--- src/rtl/posit_enc_arbiter.sv ---
// Round-robin arbiter sharing a single posit_encoder among NUM_REQ requesters.
// Latches the winner's unpacked fields, runs the start/received handshake, and returns the posit with a one-cycle ack.
module posit_enc_arbiter #(
   parameter int NUM_REQ = 4,
   parameter int TIMEOUT = 255,
   localparam int IDW = (NUM_REQ > 1) ? $clog2(NUM_REQ) : 1
) (
   input  logic                  clk,
   input  logic                  rst,
   input  logic [NUM_REQ-1:0]    req,
   input  logic [NUM_REQ-1:0]    req_sign,
   input  logic [6*NUM_REQ-1:0]  req_k,
   input  logic [3*NUM_REQ-1:0]  req_exp,
   input  logic [32*NUM_REQ-1:0] req_mant,
   output logic [NUM_REQ-1:0]    ack,
   output logic [31:0]           result,
   output logic [IDW-1:0]        result_id,
   output logic                  err,
   output logic                  busy,
   output logic                  enc_start,
   output logic                  enc_received,
   output logic                  enc_sign,
   output logic [5:0]            enc_k,
   output logic [2:0]            enc_exp,
   output logic [31:0]           enc_mant,
   input  logic [31:0]           enc_p_hold,
   input  logic                  enc_done
);

   typedef enum logic [1:0] {IDLE, ISSUE, RELEASE, RESPOND} state_t;

   localparam logic [31:0] NAR = 32'h8000_0000;

   state_t         state;
   logic [IDW-1:0] rr_ptr;
   logic [IDW-1:0] gnt_id;
   logic [IDW-1:0] win_id;
   logic           win_vld;
   logic [15:0]    timer;
   logic           timed_out;

   // Walk offsets from farthest to nearest so the nearest requester above rr_ptr wins.
   always_comb begin
      win_id  = '0;
      win_vld = 1'b0;
      for (int i = NUM_REQ; i >= 1; i--) begin
         if (req[(int'(rr_ptr) + i) % NUM_REQ]) begin
            win_id  = IDW'((int'(rr_ptr) + i) % NUM_REQ);
            win_vld = 1'b1;
         end
      end
   end

   always_ff @(posedge clk or posedge rst) begin
      if (rst) begin
         state        <= IDLE;
         rr_ptr       <= IDW'(NUM_REQ - 1);
         gnt_id       <= '0;
         timer        <= '0;
         timed_out    <= 1'b0;
         ack          <= '0;
         result       <= '0;
         result_id    <= '0;
         err          <= 1'b0;
         busy         <= 1'b0;
         enc_start    <= 1'b0;
         enc_received <= 1'b0;
         enc_sign     <= 1'b0;
         enc_k        <= '0;
         enc_exp      <= '0;
         enc_mant     <= '0;
      end else begin
         case (state)
            IDLE: begin
               if (win_vld) begin
                  gnt_id    <= win_id;
                  rr_ptr    <= win_id;
                  enc_sign  <= req_sign[win_id];
                  enc_k     <= req_k[6*int'(win_id) +: 6];
                  enc_exp   <= req_exp[3*int'(win_id) +: 3];
                  enc_mant  <= req_mant[32*int'(win_id) +: 32];
                  enc_start <= 1'b1;
                  busy      <= 1'b1;
                  timer     <= '0;
                  state     <= ISSUE;
               end
            end
            ISSUE: begin
               if (enc_done) begin
                  result       <= enc_p_hold;
                  timed_out    <= 1'b0;
                  enc_start    <= 1'b0;
                  enc_received <= 1'b1;
                  state        <= RELEASE;
               end else if (timer == 16'(TIMEOUT - 1)) begin
                  result       <= NAR;
                  timed_out    <= 1'b1;
                  enc_start    <= 1'b0;
                  enc_received <= 1'b1;
                  state        <= RELEASE;
               end else begin
                  timer <= timer + 16'd1;
               end
            end
            RELEASE: begin
               // The encoder may hold done for a while after received; wait it out.
               if (!enc_done) begin
                  enc_received <= 1'b0;
                  ack          <= NUM_REQ'(1) << gnt_id;
                  result_id    <= gnt_id;
                  err          <= timed_out;
                  state        <= RESPOND;
               end
            end
            RESPOND: begin
               ack       <= '0;
               result_id <= '0;
               err       <= 1'b0;
               busy      <= 1'b0;
               state     <= IDLE;
            end
            default: state <= IDLE;
         endcase
      end
   end

endmodule
--- config.mk ---
export PLATFORM = sky130hd
export DESIGN_NAME = posit_enc_arbiter
export DESIGN_NICKNAME = d
export VERILOG_FILES = /design/src/rtl/posit_enc_arbiter.sv
export SDC_FILE = /design/constraint.sdc
export NUM_CORES = 1
export LEC_CHECK = 0
export CAP_MARGIN = 0
export CORE_MARGIN = 3
export CORE_UTILIZATION = 44
export CTS_BUF_LIST = sky130_fd_sc_hd__clkbuf_16
export DETAILED_ROUTE_END_ITERATION = 7
export HOLD_SLACK_MARGIN = 0.12
export PLACE_DENSITY = 0.9
export RECOVER_POWER = 50
export REMOVE_ABC_BUFFERS = 1
export SYNTH_ARGS = -nofsm -noshare
export SYNTH_HDL_FRONTEND = slang
export SYNTH_SLANG_ARGS = --single-unit
--- constraint.sdc ---
create_clock -name clk -period 5.9 [get_ports clk]
set_input_delay 1.18 -clock clk [delete_from_list [all_inputs] [get_ports clk]]
set_output_delay 1.18 -clock clk [all_outputs]
set_load 0.01 [all_outputs]
Word level (Yosys, flattened, before mapping):

Index checks and enable logic that the tools add are counted.

* bits of input ports: 207
* word-level logic and storage cells: 112
* register bits: 107

* equality and inequality tests: 9
* add/subtract/negate cells: 5
* mux-type cells: 49
* shift-type cells: 4
* bitwise gates (word level): 4
* reduce and logical (&&, ||, !) cells: 18
* $mul: 2
* order comparisons: 5

Operators by type and width (number)
* 128-bit by 8-bit indexed part select with 32-bit output: 1
* 32-bit 2-to-1 mux: 2
* 16-bit 2-to-1 mux: 3
* 16-bit case mux with 2 select lines: 1
* 24-bit by 6-bit indexed part select with 6-bit output: 1
* 1-bit 2-to-1 mux: 21
* 2-bit 2-to-1 mux: 9
* 16-bit by 1-bit adder with 16-bit output (second input constant): 1
* 16-bit by 8-bit == test with 1-bit output (second input constant): 1
* 3-bit by 4-bit < comparator with 1-bit output (second input constant): 4
* 12-bit by 5-bit indexed part select with 3-bit output: 1
* 1-bit binary-select mux with 2-bit select: 5
* 2-bit nonzero test: 5
* 3-bit AND reduction: 3
* 2-bit by 2-bit multiplier with 4-bit output (first input constant): 2
* 2-bit != test (second input constant): 4
* 1-bit case mux with 2 select lines: 4
* 2-bit case mux with 4 select lines: 1
* 4-bit case mux with 2 select lines: 1
* 2-bit AND reduction: 4
* 2-bit OR reduction: 4
* 2-bit by 1-bit adder with 2-bit output (second input constant): 2
* 2-bit adder (second input constant): 2
* 1-bit AND (first input constant): 4
* 9 further kinds: 10

Depth between registers and ports, before layout:

* word-level depth: 12
* gate-level depth with buffers: 9
* depth with buffers taken out: 7

Worst setup path after synthesis:

No wires, ideal clock.

* kind: input-to-reg
* from: input port req[2]
* to: register enc_exp[0]
* arrival time: 2.460 ns
* library setup time: 0.132 ns
* data required time: 5.768 ns
* slack: 3.308 ns
* cell stages on the path: 7
* path buffers: 3
* cell sequence: or4_4 -> and2_1 -> buf_6 -> nand2b_2 -> buf_4 -> buf_6 -> o221ai_2

* longest elaborated chain between the ends: 9

RTL lines
* start: declaration: RTL line 10 `input logic [NUM_REQ-1:0] req,`
* 1-bit binary-select mux with 2-bit select: RTL line 47 `if (req[(int'(rr_ptr) + i) % NUM_REQ]) begin`
* 1-bit 2-to-1 mux (implied by the code) (2 in series): RTL line 47
* 2-bit 2-to-1 mux (4 in series): RTL line 47
* 2-bit by 2-bit multiplier with 4-bit output: RTL line 80 `enc_exp <= req_exp[3*int'(win_id) +: 3];`
* 12-bit by 5-bit indexed part select with 3-bit output: RTL line 80
* end signal: assignment: RTL line 80
* end: declaration: RTL line 24 `output logic [2:0] enc_exp,`

Several ways; a longest one is shown, not always the timed one. The select of a mux whose other input is x is not followed.
A chain may end at the register's enable or synchronous reset.

Worst setup path after layout:

* from: input port req[3]
* to: register enc_k[3]

* longest elaborated chain between the ends: 9

RTL lines
* 1-bit binary-select mux with 2-bit select: RTL line 47
* 1-bit 2-to-1 mux (implied by the code) (2 in series): RTL line 47
* 2-bit 2-to-1 mux (4 in series): RTL line 47
* 2-bit by 2-bit multiplier with 4-bit output: RTL line 79 `enc_k <= req_k[6*int'(win_id) +: 6];`
* 24-bit by 6-bit indexed part select with 6-bit output: RTL line 79
* end signal: assignment: RTL line 79
* end: declaration: RTL line 23 `output logic [5:0] enc_k,`

Several ways; a longest one is shown, not always the timed one. The select of a mux whose other input is x is not followed.

==> summary.md <==
| Metric | Value |
|---|---|
| Port-buffer cells | 290 |
| Fmax | 274 MHz |
| Post-CTS sizing | 0 |
| Die ar. | ~0.015 mm2 |
| Avg Cell Area, Syn | 11.5 um2 |
| Most frequent cells after synthesis | dfrtp_1, mux2i_1, nand2_1 |
| Worst-Skew Late Latency | 0.35 ns |
| DIE WIDTH | 121 um |
| Max-cap viol count | 1 |
| Clock Skew | 0.00886 ns |
| Hpwl dp | about 15000 um |
| Top FF cell, synth | dfrtp_1 |
| Core box area | 0.0128 mm2 |
| Final period util | 0.620 |
| TritonCTS buffer count | 9 |
| Setup bufs post-CTS | 0 |
| Setup TNS | 0 ns |
| Area share of the largest cell type after synthesis | 0.448 |
| TritonCTS clock tree | yes |
| Synthesis-to-finish area growth | 55.1% |
| CP endpoint kind | flop |
| Initial Util | 0.458 |
| Clk buf depth | 2 |
| Gpl congestion | ~0.9 |
| Total Routed Length | just under 20000 um |
| Worst R2R Setup Slack | 2.56 ns |
| Number of remaining DRC errors | 0 |
| Mapped Area | 0.00587 mm2 |
| Worst R2R End | result[16] |
| Gr ovfl total | 0 |
| Final min period | between 3 and 4 ns |
| Post-route cell area | 0.00910 mm2 |
| Reg area | between 0.002 and 0.003 mm2 |
| Setup-failing EPs final | 0 |
| Crit start category | input pin |
| Clock transition at the registers of the reported paths | 0.07 ns |
| # IOs | 291 |
| Sequential area share after synthesis | 0.457 |
| Fillers | approximately 900 |
| Synth Warn # | 0 |
| Initial DRC count | around 350 |
| Crit-path max FO | 27 |
| Area contributors post-synth | dfrtp_1, mux2i_1, o221ai_2, a22o_1, nand2_1 |
| Initial antenna violation count | 1 |
| H-tree Lvls | 3 |
| Yosys cell types | 54 |
| Drt first pass iters | 4 |
| EDFF count, synth | 0 |
| Via count | 5312 |
| CTS root buf | clkbuf_16 |
| Pins Over Slew Limit | 63 |
| Synth Instances | 512 |
| Hold_buf cts | 0 |
| Largest net degree at the start of global routing | 87 |
| Vias in the first global route | 5660 |
| Biggest area consumer among synthesized cells | dfrtp_1 |
| Vias per std cell | 5.54 |
| Ys async rst share | 1.00 |
| VDD IR max | 0.000219 V |
| Post-layout util | 0.710 |
| Hold path depth | 2 |
| Layout cells sized above 1 | 0.0903 |
| WHS Endpoint | ack[2] |
| Sink Count | 107 |
| Num rows | 41 |
| Outcome | finished with violations |
| WS Path Type | in2reg |
| Non-Filler Instances | ~960 |
| Final Hold Viols | 0 |
| Die height | 121 um |
| Routed wire per std cell | 20.0 um |
| Relative slew margins | -0.809 |
| Total GRT Usage | 0.260 |
| Least-Margin Pin Slew | 2.70 ns |
| Origin of the critical flop-to-flop path | timer[0] |
| Reg2Reg Depth | 7 |
| Hold WC Path Type | reg2reg |
| Area of the multi-input gates | 0.00289 mm2 |
| Worst Path Required | 6.09 ns |
| CP arrival | 3.85 ns |
| Leakage | 4.00 nW |
| Failing checks | capacitance limit, slew limit |
| Hold path startpoint | ack[2] |
| RSZ-0062 raised after global routing | false |
| Antenna Nets Post-Route | 0 |
| Yosys reg bits | ~110 |
| First-pass GRT wire length | 29800 um |
| Area after DPL | 0.00880 mm2 |
| Top-count cell post-synth | dfrtp_1 |
| # placed instances | 943 |
| Cell Pwr Density | approximately 430 mW/mm2 |
| Net count, final | 996 |
[cell families (layout without fill, tap and decap cells)]
group	count (synthesis)	after routing	synth area share
other	0	1	0
muxes	91	91	0.158
buffers and inverters	50	324	0.0503
adders and majority gates	7	7	0.0149
AOI/OAI and AO/OA	114	114	0.203
DFF	107	107	0.457
xor gates and xnor gates	7	7	0.0104
and+or+nand+nor	136	136	0.107
[per-stage QoR]
step | hold slack (ns) | power, mW | setup WS, ns
final | 0.486 | 3.94 | 2.24
after CTS | 0.493 | 4.07 | 2.27
after global placement | 0.470 | 3.34 | 2.01
after floorplan | 0.463 | 2.46 | 0.677
after detailed placement | 0.473 | 3.43 | 1.90
after global routing | 0.511 | 4.18 | 1.85
[state kept, by name, summed over array words and instances, names as in the netlist]
register / flops
rr_ptr: 2
err: 1
enc_mant: 32
result_id: 2
timed_out: 1
ack: 4
enc_received: 1
state: 2
result: 32
gnt_id: 2
enc_exp: 3
enc_sign: 1
enc_k: 6
timer: 16
busy: 1
enc_start: 1
[layout make-up]
class	count	share of cell area
inverters	15	0.00632
clock inverters	6	0.00907
flip-flops and latches	107	0.294
repair buffers	294	0.324
well taps	172	0.0236
multi-input cells	355	0.318
diodes	1	0.000275
clock buffers	9	0.0247
[worst max-delay path: stages]
cell and delay, ns:
clkdlybuf4s50_1 0.53, or4_4 0.61, and2_1 0.30, nand2b_2 0.66
buf_4 0.40, o221ai_1 0.14
[routing by layer]
metal / share of wire / wire (um) / up-vias / GRT usage
li1: - / - / 2450 / -
met1: 0.38 / 7330 / 2628 / 0.306
met2: 0.53 / 10200 / 198 / 0.466
met3: 0.063 / 1200 / 36 / 0.0569
met4: 0.024 / 458 / 0 / 0.0875
met5: 0 / 0 / - / 0
[placed cells by master, fill, tap and decap left out, drive strengths merged, types with 2 or more instances in the layout]
master / count
ha: 7
a211oi: 2
a21oi: 13
xnor2: 4
buf: 4
and2: 2
nor4: 5
o21ai: 9
o211ai: 2
nor3: 5
o221ai: 42
clkdlybuf4s50: 208
dlygate4sd3: 82
xor2: 3
nand2b: 5
o31ai: 2
a32oi: 2
nor2: 25
clkbuf: 9
clkinvlp: 3
nand2: 72
mux2i: 90
or2: 2
dfstp: 2
nand3: 7
and3: 3
inv: 15
bufinv: 2
nand4: 4
a22o: 33
dfrtp: 105
a22oi: 2
[worst max-delay path by stage]
stage	start	to	slack (ns)
after global placement	req[3]	enc_k[3]	2.01
final	req[3]	enc_k[3]	2.24
after detailed placement	req[3]	enc_k[3]	1.90
after CTS	req[3]	enc_k[3]	2.27
after global routing	rst	enc_mant[31]	1.85
after floorplan	req[3]	enc_exp[0]	0.68
[report_power, final]
group	internal (mW)	total (mW)	switching [mW]	leakage, nW
sequential	1.04	1.24	0.198	1.35
clock	0.367	0.630	0.263	0.146
combinational	1.02	2.07	1.06	2.50
total	2.42	3.94	1.52	4.00
Note: power is estimated with default switching activity, not from simulation.
